===== config.mk =====
export PLATFORM = sky130hd
export DESIGN_NAME = cpu_controller
export DESIGN_NICKNAME = d
export VERILOG_FILES = /design/src/rtl/cpu_controller.sv
export SDC_FILE = /design/constraint.sdc
export NUM_CORES = 1
export LEC_CHECK = 0
export ABC_CLOCK_PERIOD_IN_PS = 2000
export CAP_MARGIN = 15
export CORE_AREA = 2 2 58 60
export CTS_CLUSTER_DIAMETER = 40
export CTS_CLUSTER_SIZE = 30
export DETAILED_ROUTE_END_ITERATION = 8
export DIE_AREA = 0 0 60 62
export PLACE_DENSITY = 0.67
export REMOVE_ABC_BUFFERS = 1
export SYNTH_ARGS = -nofsm -noshare
export SYNTH_HDL_FRONTEND = slang
export SYNTH_SLANG_ARGS = --single-unit

===== constraint.sdc =====
create_clock -name clk -period 2 [get_ports clk]
set_input_delay 0.4 -clock clk [delete_from_list [all_inputs] [get_ports clk]]
set_output_delay 0.4 -clock clk [all_outputs]
set_load 0.02 [all_outputs]

===== src/rtl/cpu_controller.sv =====
// -----------------------------------------------------------------------------
// cpu_controller
//
// Multicycle control FSM for the 16-bit CPU. It walks every instruction through
// fetch, PC update and decode, then through the execute/write-back/memory
// states that the instruction class needs. The instruction decoder alongside
// this block supplies register numbers, immediates and the asel/bsel/vsel
// selects. This block drives every load/write strobe and every memory command.
//
// Ports
//   clk        rising-edge clock
//   reset      asynchronous, active-high reset (returns the FSM to RST)
//   opcode     instruction[15:13] from the instruction register
//   op         instruction[12:11] from the instruction register
//   load_ir    instruction register load enable
//   load_pc    PC load enable
//   reset_pc   PC next-value select: 1 = zero, 0 = PC+1
//   addr_sel   memory address mux: 1 = PC, 0 = data address register
//   load_addr  data address register load enable
//   mem_cmd    memory command: 00 none, 01 read, 10 write
//   loada      A register load
//   loadb      B register load
//   loadc      C register load
//   loads      status register load
//   write      register-file write enable
//   halt       high while halted
//   state      current state encoding (debug only)
// -----------------------------------------------------------------------------
module cpu_controller #(
    parameter int STATE_W = 4
) (
    input  logic               clk,
    input  logic               reset,
    input  logic [2:0]         opcode,
    input  logic [1:0]         op,
    output logic               load_ir,
    output logic               load_pc,
    output logic               reset_pc,
    output logic               addr_sel,
    output logic               load_addr,
    output logic [1:0]         mem_cmd,
    output logic               loada,
    output logic               loadb,
    output logic               loadc,
    output logic               loads,
    output logic               write,
    output logic               halt,
    output logic [STATE_W-1:0] state
);

    typedef enum logic [3:0] {
        S_RST       = 4'd0,
        S_IF1       = 4'd1,
        S_IF2       = 4'd2,
        S_UPDATE_PC = 4'd3,
        S_DECODE    = 4'd4,
        S_WRITE_IMM = 4'd5,
        S_GETA      = 4'd6,
        S_GETB      = 4'd7,
        S_EXEC      = 4'd8,
        S_WRITE_REG = 4'd9,
        S_MEM_ADDR  = 4'd10,
        S_MEM_RD1   = 4'd11,
        S_MEM_RD2   = 4'd12,
        S_MEM_WR    = 4'd13,
        S_HALT      = 4'd14
    } state_t;

    state_t      state_q, state_d;
    logic [2:0]  opcode_q;
    logic [1:0]  op_q;
    logic [2:0]  opcodeEff;
    logic [1:0]  opEff;

    logic        load_ir_d, load_pc_d, reset_pc_d, addr_sel_d, load_addr_d;
    logic [1:0]  mem_cmd_d;
    logic        loada_d, loadb_d, loadc_d, loads_d, write_d, halt_d;

    // The instruction fields are only trusted in DECODE; they are captured there
    // so that later states steer by the decoded instruction even if the IR
    // inputs wander afterwards.
    assign opcodeEff = (state_q == S_DECODE) ? opcode : opcode_q;
    assign opEff     = (state_q == S_DECODE) ? op     : op_q;

    // Next-state logic, followed by the output pattern of the state being
    // entered, so the outputs can be registered alongside the state and still
    // reflect the current state exactly.
    always_comb begin
        state_d = S_RST;
        case (state_q)
            S_RST:       state_d = S_IF1;
            S_IF1:       state_d = S_IF2;
            S_IF2:       state_d = S_UPDATE_PC;
            S_UPDATE_PC: state_d = S_DECODE;
            S_DECODE: begin
                if (opcodeEff == 3'b110 && opEff == 2'b10)      state_d = S_WRITE_IMM;
                else if (opcodeEff == 3'b110 && opEff == 2'b00) state_d = S_GETB;
                else if (opcodeEff == 3'b101)                   state_d = S_GETA;
                else if (opcodeEff == 3'b011 && opEff == 2'b00) state_d = S_GETA;
                else if (opcodeEff == 3'b100 && opEff == 2'b00) state_d = S_GETA;
                else if (opcodeEff == 3'b111)                   state_d = S_HALT;
                else                                            state_d = S_IF1;
            end
            S_WRITE_IMM: state_d = S_IF1;
            S_GETA: begin
                if (opcodeEff == 3'b101)                              state_d = S_GETB;
                else if (opcodeEff == 3'b011 || opcodeEff == 3'b100)  state_d = S_EXEC;
                else                                                  state_d = S_IF1;
            end
            S_GETB: begin
                if (opcodeEff == 3'b110 || opcodeEff == 3'b101) state_d = S_EXEC;
                else if (opcodeEff == 3'b100)                   state_d = S_MEM_WR;
                else                                            state_d = S_IF1;
            end
            S_EXEC: begin
                if (opcodeEff == 3'b110)                              state_d = S_WRITE_REG;
                else if (opcodeEff == 3'b101 && opEff == 2'b01)       state_d = S_IF1;
                else if (opcodeEff == 3'b101)                         state_d = S_WRITE_REG;
                else if (opcodeEff == 3'b011 || opcodeEff == 3'b100)  state_d = S_MEM_ADDR;
                else                                                  state_d = S_IF1;
            end
            S_WRITE_REG: state_d = S_IF1;
            S_MEM_ADDR: begin
                // STR revisits GETB to load Rd, which becomes the store data.
                if (opcodeEff == 3'b011)      state_d = S_MEM_RD1;
                else if (opcodeEff == 3'b100) state_d = S_GETB;
                else                          state_d = S_IF1;
            end
            S_MEM_RD1:   state_d = S_MEM_RD2;
            S_MEM_RD2:   state_d = S_IF1;
            S_MEM_WR:    state_d = S_IF1;
            S_HALT:      state_d = S_HALT;
            default:     state_d = S_RST;
        endcase

        load_ir_d   = 1'b0;
        load_pc_d   = 1'b0;
        reset_pc_d  = 1'b0;
        addr_sel_d  = 1'b0;
        load_addr_d = 1'b0;
        mem_cmd_d   = 2'b00;
        loada_d     = 1'b0;
        loadb_d     = 1'b0;
        loadc_d     = 1'b0;
        loads_d     = 1'b0;
        write_d     = 1'b0;
        halt_d      = 1'b0;
        case (state_d)
            S_RST: begin
                load_pc_d  = 1'b1;
                reset_pc_d = 1'b1;
            end
            S_IF1: begin
                addr_sel_d = 1'b1;
                mem_cmd_d  = 2'b01;
            end
            S_IF2: begin
                addr_sel_d = 1'b1;
                mem_cmd_d  = 2'b01;
                load_ir_d  = 1'b1;
            end
            S_UPDATE_PC: load_pc_d = 1'b1;
            S_WRITE_IMM: write_d   = 1'b1;
            S_GETA:      loada_d   = 1'b1;
            S_GETB:      loadb_d   = 1'b1;
            S_EXEC: begin
                // Only CMP updates the status flags.
                loadc_d = 1'b1;
                loads_d = (opcodeEff == 3'b101) && (opEff == 2'b01);
            end
            S_WRITE_REG: write_d     = 1'b1;
            S_MEM_ADDR:  load_addr_d = 1'b1;
            S_MEM_RD1:   mem_cmd_d   = 2'b01;
            S_MEM_RD2: begin
                mem_cmd_d = 2'b01;
                write_d   = 1'b1;
            end
            S_MEM_WR:    mem_cmd_d = 2'b10;
            S_HALT:      halt_d    = 1'b1;
            default: ;
        endcase
    end

    // State, captured instruction fields and registered outputs. Reset loads
    // the RST output pattern directly so the PC is cleared on the first edge.
    always_ff @(posedge clk or posedge reset) begin
        if (reset) begin
            state_q   <= S_RST;
            opcode_q  <= 3'b000;
            op_q      <= 2'b00;
            load_ir   <= 1'b0;
            load_pc   <= 1'b1;
            reset_pc  <= 1'b1;
            addr_sel  <= 1'b0;
            load_addr <= 1'b0;
            mem_cmd   <= 2'b00;
            loada     <= 1'b0;
            loadb     <= 1'b0;
            loadc     <= 1'b0;
            loads     <= 1'b0;
            write     <= 1'b0;
            halt      <= 1'b0;
        end else begin
            state_q <= state_d;
            if (state_q == S_DECODE) begin
                opcode_q <= opcode;
                op_q     <= op;
            end
            load_ir   <= load_ir_d;
            load_pc   <= load_pc_d;
            reset_pc  <= reset_pc_d;
            addr_sel  <= addr_sel_d;
            load_addr <= load_addr_d;
            mem_cmd   <= mem_cmd_d;
            loada     <= loada_d;
            loadb     <= loadb_d;
            loadc     <= loadc_d;
            loads     <= loads_d;
            write     <= write_d;
            halt      <= halt_d;
        end
    end

    assign state = STATE_W'(state_q);

endmodule


==> Yosys cells after proc, flatten, opt, wreduce, memory -nomap -nowiden <==
Index checks and enable logic that the tools add are counted.
{ "op_classes": {"n_mux": 31, "reduce_logical": 15, "n_eq_ne": 34} }
{ "op_table": {"columns": ["op", "n"], "rows": [
  ["$mux 4", 15],
  ["$eq 4x4->1 const B", 14],
  ["$pmux 4 s11", 1],
  ["$eq 4x3->1 const B", 7],
  ["$eq 4x2->1 const B", 4],
  ["$eq 3x3->1 const B", 4],
  ["$mux 1", 11],
  ["$eq 4x1->1 const B", 2],
  ["$logic_not 4->1", 2],
  ["$mux 3", 2],
  ["$logic_and 1x1->1", 5],
  ["$reduce_or 5->1", 1],
  ["$pmux 2 s2", 1],
  ["$reduce_or 2->1", 2],
  ["$reduce_or 4->1", 1],
  ["$eq 3x2->1 const B", 1],
  ["$reduce_or 3->1", 1],
  ["$eq 2x1->1 const B", 1],
  ["$eq 2x2->1 const B", 1],
  ["$logic_not 2->1", 1],
  ["$logic_or 1x1->1", 2],
  ["$mux 2", 1]
]} }
{ "word_totals": {"input_bits": 7, "wordCells": 95, "ff_bits": 22} }

==> Logic depth before layout (Yosys ltp) <==
{ "depth": {"word_depth": 13, "mapped_depth": 9} }

==> Least setup slack after synthesis <==
Ideal clock, no wire load.
{ "synth_path": {"path_kind": "register to register", "from": "register state_q[1], in the netlist state[1]", "to": "register mem_cmd[0]", "path_stages_with_launch": 9, "period_less_slack_ns": 2.169, "setup_time_ns": 0.066, "required_time_ns": 1.934, "arrival_ns": 2.103, "path_buffers": 1, "slack_ns": -0.169, "path_cell_list": "dfrtp_1 > nor4b_4 > buf_6 > mux2_4 > a211o_1 > o211ai_4 > xnor2_2 > nand3_2 > nand2_1"} }
{ "synth_via": {"elab_chain_cells": 13, "elab_cells_between_ends": 57, "cone_classes": "26 x eq/ne; 20 x mux; 11 x reduce/logical"} }
{ "synth_lines": {"columns": ["element", "line_no", "rtl"], "rows": [
  ["from (decl)", "69", "state_t state_q, state_d;"],
  ["from (signal assigned)", "204", "state_q <= state_d;"],
  ["$eq 4x3->1 (*)", "82", "assign opcodeEff = (state_q == S_DECODE) ? opcode : opcode_q;"],
  ["$mux 3 (*)", null, null],
  ["named net opcodeEff[2]", "72", "logic [2:0] opcodeEff;"],
  ["$eq 3x3->1, on equally long branches", null, null],
  ["$mux 4 / $logic_and 1x1->1 (equally long branches)", "101, 100", null],
  ["$mux 4", "100", "else if (opcodeEff == 3'b100 && opEff == 2'b00) state_d = S_GETA;"],
  ["$mux 4", "99", "else if (opcodeEff == 3'b011 && opEff == 2'b00) state_d = S_GETA;"],
  ["$mux 4", "98", "else if (opcodeEff == 3'b101) state_d = S_GETA;"],
  ["$mux 4", "97", "else if (opcodeEff == 3'b110 && opEff == 2'b00) state_d = S_GETB;"],
  ["$mux 4", "96", "if (opcodeEff == 3'b110 && opEff == 2'b10) state_d = S_WRITE_IMM;"],
  ["$pmux 4 s11 (*)", "90", "case (state_q)"],
  ["named net state_d[0]", "69", null],
  ["$eq 4x4->1 (tied with other cells)", "148", "case (state_d)"],
  ["$reduce_or 4->1 (no source line)", null, null],
  ["$pmux 2 s2 (*)", "148", null],
  ["named net mem_cmd_d[0]", "76", "logic [1:0] mem_cmd_d;"],
  ["to (signal assigned)", "214", "mem_cmd <= mem_cmd_d;"],
  ["to (decl)", "41", "output logic [1:0] mem_cmd,"]
]} }
Mark *: on every way through the listed nets, which the timed path passes. The rest lies on a longest branch.

==> Worst setup path after layout <==
{ "layout_path": {"from": "register state_q[1], in the netlist state[1]", "to": "register write"} }
{ "layout_via": {"elab_chain_cells": 13, "elab_cells_between_ends": 55, "cone_classes": "24 x eq/ne; 20 x mux; 11 x reduce/logical"} }
{ "layout_lines": {"columns": ["element", "line_no", "rtl"], "rows": [
  ["$eq 4x3->1 (*)", "82", null],
  ["$mux 3 (*)", null, null],
  ["named net opcodeEff[0]", "72", null],
  ["$eq 3x3->1, on equally long branches", null, null],
  ["$mux 4 / $logic_and 1x1->1 (equally long branches)", "101, 100", null],
  ["$mux 4", "100", null],
  ["$mux 4", "99", null],
  ["$mux 4", "98", null],
  ["$mux 4", "97", null],
  ["$mux 4", "96", null],
  ["$pmux 4 s11 (*)", "90", null],
  ["$eq 4x4->1 / $eq 4x3->1 (equally long branches)", "148", null],
  ["$reduce_or 3->1 (no source line) (*)", null, null],
  ["$mux 1 (*)", "148", null],
  ["named net write_d", "77", "logic loada_d, loadb_d, loadc_d, loads_d, write_d, halt_d;"],
  ["to (signal assigned)", "219", "write <= write_d;"],
  ["to (decl)", "46", "output logic write,"]
]} }
Marked as above.

==> impl_metrics.py <==
metrics = {
    "setup_path": {
        "cp_num_buf_inv": 2,
        "start_kind": "register",
        "worst_path_max_delay_cell": "dfrtp_1",
        "arrival_ps": 2380,
        "path_cells": "nor4b_4, buf_4, mux2_4, mux2i_2, o22ai_2, a31oi_4, buf_4, xnor2_1, o21ai_1",
        "cp_data_required_time_ps": 2220,
        "worst_setup_path_end_kind": "register",
        "reg2reg_depth": 9,
        "crit_top_cell": "buf_4",
        "worst-path-max-fanout": 5,
        "path_depth": 9,
        "crit_path_max_incr_delay_ps": 430,
        "path_class": "register to register",
        "cp_top_family": "multiplexers",
    },
    "place": {
        "pre_cts_ws_ps": -397,
        "io_buffer_count": 23,
        "place_area_sq_mm": 0.00171,
        "gp_congestion": 0.858,
        "dp_hpwl_microns": 2250,
    },
    "global_route": {
        "grt_max_degree": 23,
        "grt_pass1_wl_microns": 4700,
        "grt_pass1_vias": 1063,
        "grt_antenna_before_repair": 0,
        "grt_overflow": 0,
        "grt_usage_pct": 17.0,
    },
    "yosys": {
        "syn_area_sq_mm": 0.00128,
        "synth_edf_count": 0,
        "ys_warn_count": 0,
        "synth_top_flop_cell": "dfrtp_1",
        "synth_cell_types": 52,
        "ys_seq_area_share_pct": 43.1,
        "netlist_instances": 116,
        "async_reset_ff_share_pct": 100,
        "synth.avg_cell_area_sq_um": 11.1,
        "synth-seq-cells": 22,
    },
    "clock_network": {
        "cts.clk_slew.worst_paths_ps": 130,
        "cts_buffer_depth": 2,
        "cts-htree-levels": 1,
        "cts_tree": "built",
        "numCtsBuffers": 3,
        "root_buffer": "clkbuf_4",
        "hold_buffers": 0,
        "clock_latency_ps": 310,
        "clock_sinks": 22,
    },
    "floorplan": {
        "die_h_microns": 62,
        "ios": 24,
        "core_region_area_sq_mm": 0.00318,
        "rows": 21,
        "start_util_pct": 40.3,
        "die_w_microns": 60,
        "die_area_sq_mm": 0.00372,
    },
    "drt": {
        "postRouteAntennaNets": 0,
        "wl_per_cell_microns": 13.5,
        "route.detailed.drc": 0,
        "routed_wl_microns": 2910,
        "drt-initial-drc-count": 32,
        "via_count": 1072,
        "dr.pass1.iters": 4,
        "routed_via_density": 4.96,
    },
    "power_and_ir_drop": {
        "sw_frac_of_total_pct": 41.1,
        "power_density_mw_per_mm2": 1670,
        "p_sw_uw": 1260,
        "p_leak_uw": 0.000841,
        "p_clk_share_pct": 11.1,
        "power_frac_comb_pct": 65.8,
        "pwr-share-seq_pct": 23.1,
        "p_int_uw": 1810,
        "ir_worst_vdd_mv": 0.778,
    },
    "job": {
        "max-cap-violations": 0,
    },
    "status": {
        "violations": "negative setup slack",
        "outcome": "complete, but fails checks",
    },
    "cells_and_area": {
        "final_area_sq_mm": 0.00184,
        "layout.nets": 178,
        "area_growth_pct": 43.5,
        "n_antenna_cell": 0,
        "drive_above_1_share_pct": 39.4,
    },
    "sta": {
        "timing.fmax_ghz": 0.462,
        "maxSlewViolCount": 0,
        "hold_viol": 0,
        "slew_headroom_pct": 72.1,
        "holdWs_ps": 403,
        "fin_ws_ps": -166,
        "final-setup-viol-count": 8,
        "worst_slew_pin_slew_ps": 413,
        "period_minus_slack_ps": 2170,
        "post-route-period-util_pct": 108,
        "finClkSkew_ps": 10.7,
        "grt_setup_unrepaired": "true",
    },
    "min_path": {
        "min_path_type": "input port to async pin",
    },
}
## layer usage
layer | GRT usage [%] | routed length (microns) | part of all wire [%] | up-vias
li1 | - | - | - | 527
met1 | 18.6 | 1170 | 40 | 509
met2 | 33.5 | 1590 | 55 | 34
met3 | 3.11 | 127 | 4.4 | 2
met4 | 4.13 | 21 | 0.72 | 0
met5 | 0 | 0 | 0 | -
## worst register-to-register path, stage by stage (launching register included)
cell and delay, ps:
dfrtp_1 430, nor4b_4 260, buf_4 160, mux2_4 320, mux2i_2 200, o22ai_2 110
a31oi_4 260, buf_4 150, xnor2_1 110, o21ai_1 70
## Yosys cell counts, types with 2 or more instances
library cell  number  area share (%)
nand4_1            2            0.98
nand2_1            9             2.6
mux2_4             2             2.3
nor3b_1            2             1.2
and2b_2            2             1.4
o211ai_1           2             1.2
nor2_1             5             1.5
a31oi_1            2            0.98
inv_1              8             2.3
dfrtp_1           20              39
nor3_1             5             2.0
o311ai_1           2             1.4
mux2_2             3             2.6
o21ai_1            2            0.78
or2b_2             4             2.7
buf_6              3             2.6
o21ai_0            6             2.3
nor2b_1            2            0.98
dfstp_2            2             4.1
## layout make-up
| class | instances | area (sq um) |
|---|---|---|
| well taps | 46 | 57.6 |
| clock inverters | 1 | 30.0 |
| flip-flops and latches | 22 | 553 |
| clock buffers | 3 | 22.5 |
| repair buffers | 56 | 485 |
| inverters | 8 | 30.0 |
| multi-input cells | 80 | 662 |
| fillers | 285 | 1340 |
## power by group through the flow
stage / clock [uW] / sequential (uW) / combinational (uW)
finish: 342 / 709 / 2020
global route: 372 / 728 / 2190
CTS: 345 / 713 / 1930
detailed placement: 0 / 718 / 1860
global placement: 0 / 706 / 1840
floorplan: 0 / 925 / 913
## registers in the layout (all words and copies together) (netlist names)
register / cells
halt: 1
loada: 1
loads: 1
load_ir: 1
mem_cmd: 2
load_addr: 1
write: 1
load_pc: 1
reset_pc: 1
state: 4
opcode_q: 3
addr_sel: 1
op_q: 2
loadb: 1
loadc: 1
## placed cells by master (no fill, tap or decap), types with 2 or more instances in the layout
cell type and count:
nor3_2 2, clkdlybuf4s50_1 20, o21ai_0 6, nor2_1 5, inv_1 8, or2b_2 4
o211ai_1 2, mux2_4 2, dfrtp_1 20, and2b_2 2, dlymetal6s2s_1 2, nand4_1 2
nor3b_1 2, dfstp_2 2, o311ai_1 2, nand2_1 8, a31oi_1 2, nor3_1 3
mux2_2 3, o21ai_1 2, nor2b_1 2, buf_4 32, clkbuf_4 3
## cell families (layout without fill, tap and decap cells)
family	count (synthesis)	count (layout)	share of synthesized area [%]
flops	22	22	43.1
buf+inv	14	68	7.02
compound gates	27	27	18.4
xor+xnor	3	3	2.63
mux	6	6	5.76
fa+ha+maj	1	1	0.781
simple gates	43	43	22.2
## metrics by stage
stage | power, uW | cells | TNS (ps) | utilization [%]
floorplan | 1840 | 110 | -4330 | -
global placement | 2550 | 205 | -2000 | 53.6
detailed placement | 2580 | 205 | -3000 | 53.6
CTS | 2990 | 212 | -817 | 56.4
global route | 3290 | 216 | -1750 | 57.9
finish | 3070 | 216 | -904 | 57.9
## what timing repair did
| item | in CTS | in global routing |
|---|---|---|
| setup endpoints to repair | 9 | 11 |
| setup buffers | 3 | 4 |
| pin swaps | 3 | 2 |
| gates resized for setup | 4 | 5 |
## final timing paths
path | from | end | slack, ps
min in group clk | op_q[0] | op_q[0] | 520
worst max-delay path | state[1] | write | -170
worst max register to register | state[1] | write | -170
worst min register to register | op_q[0] | op_q[0] | 520
max in group asynchronous | reset | reset_pc | 1310
worst min-delay path | reset | load_ir | 400
Note: power is estimated with default switching activity, not from simulation.
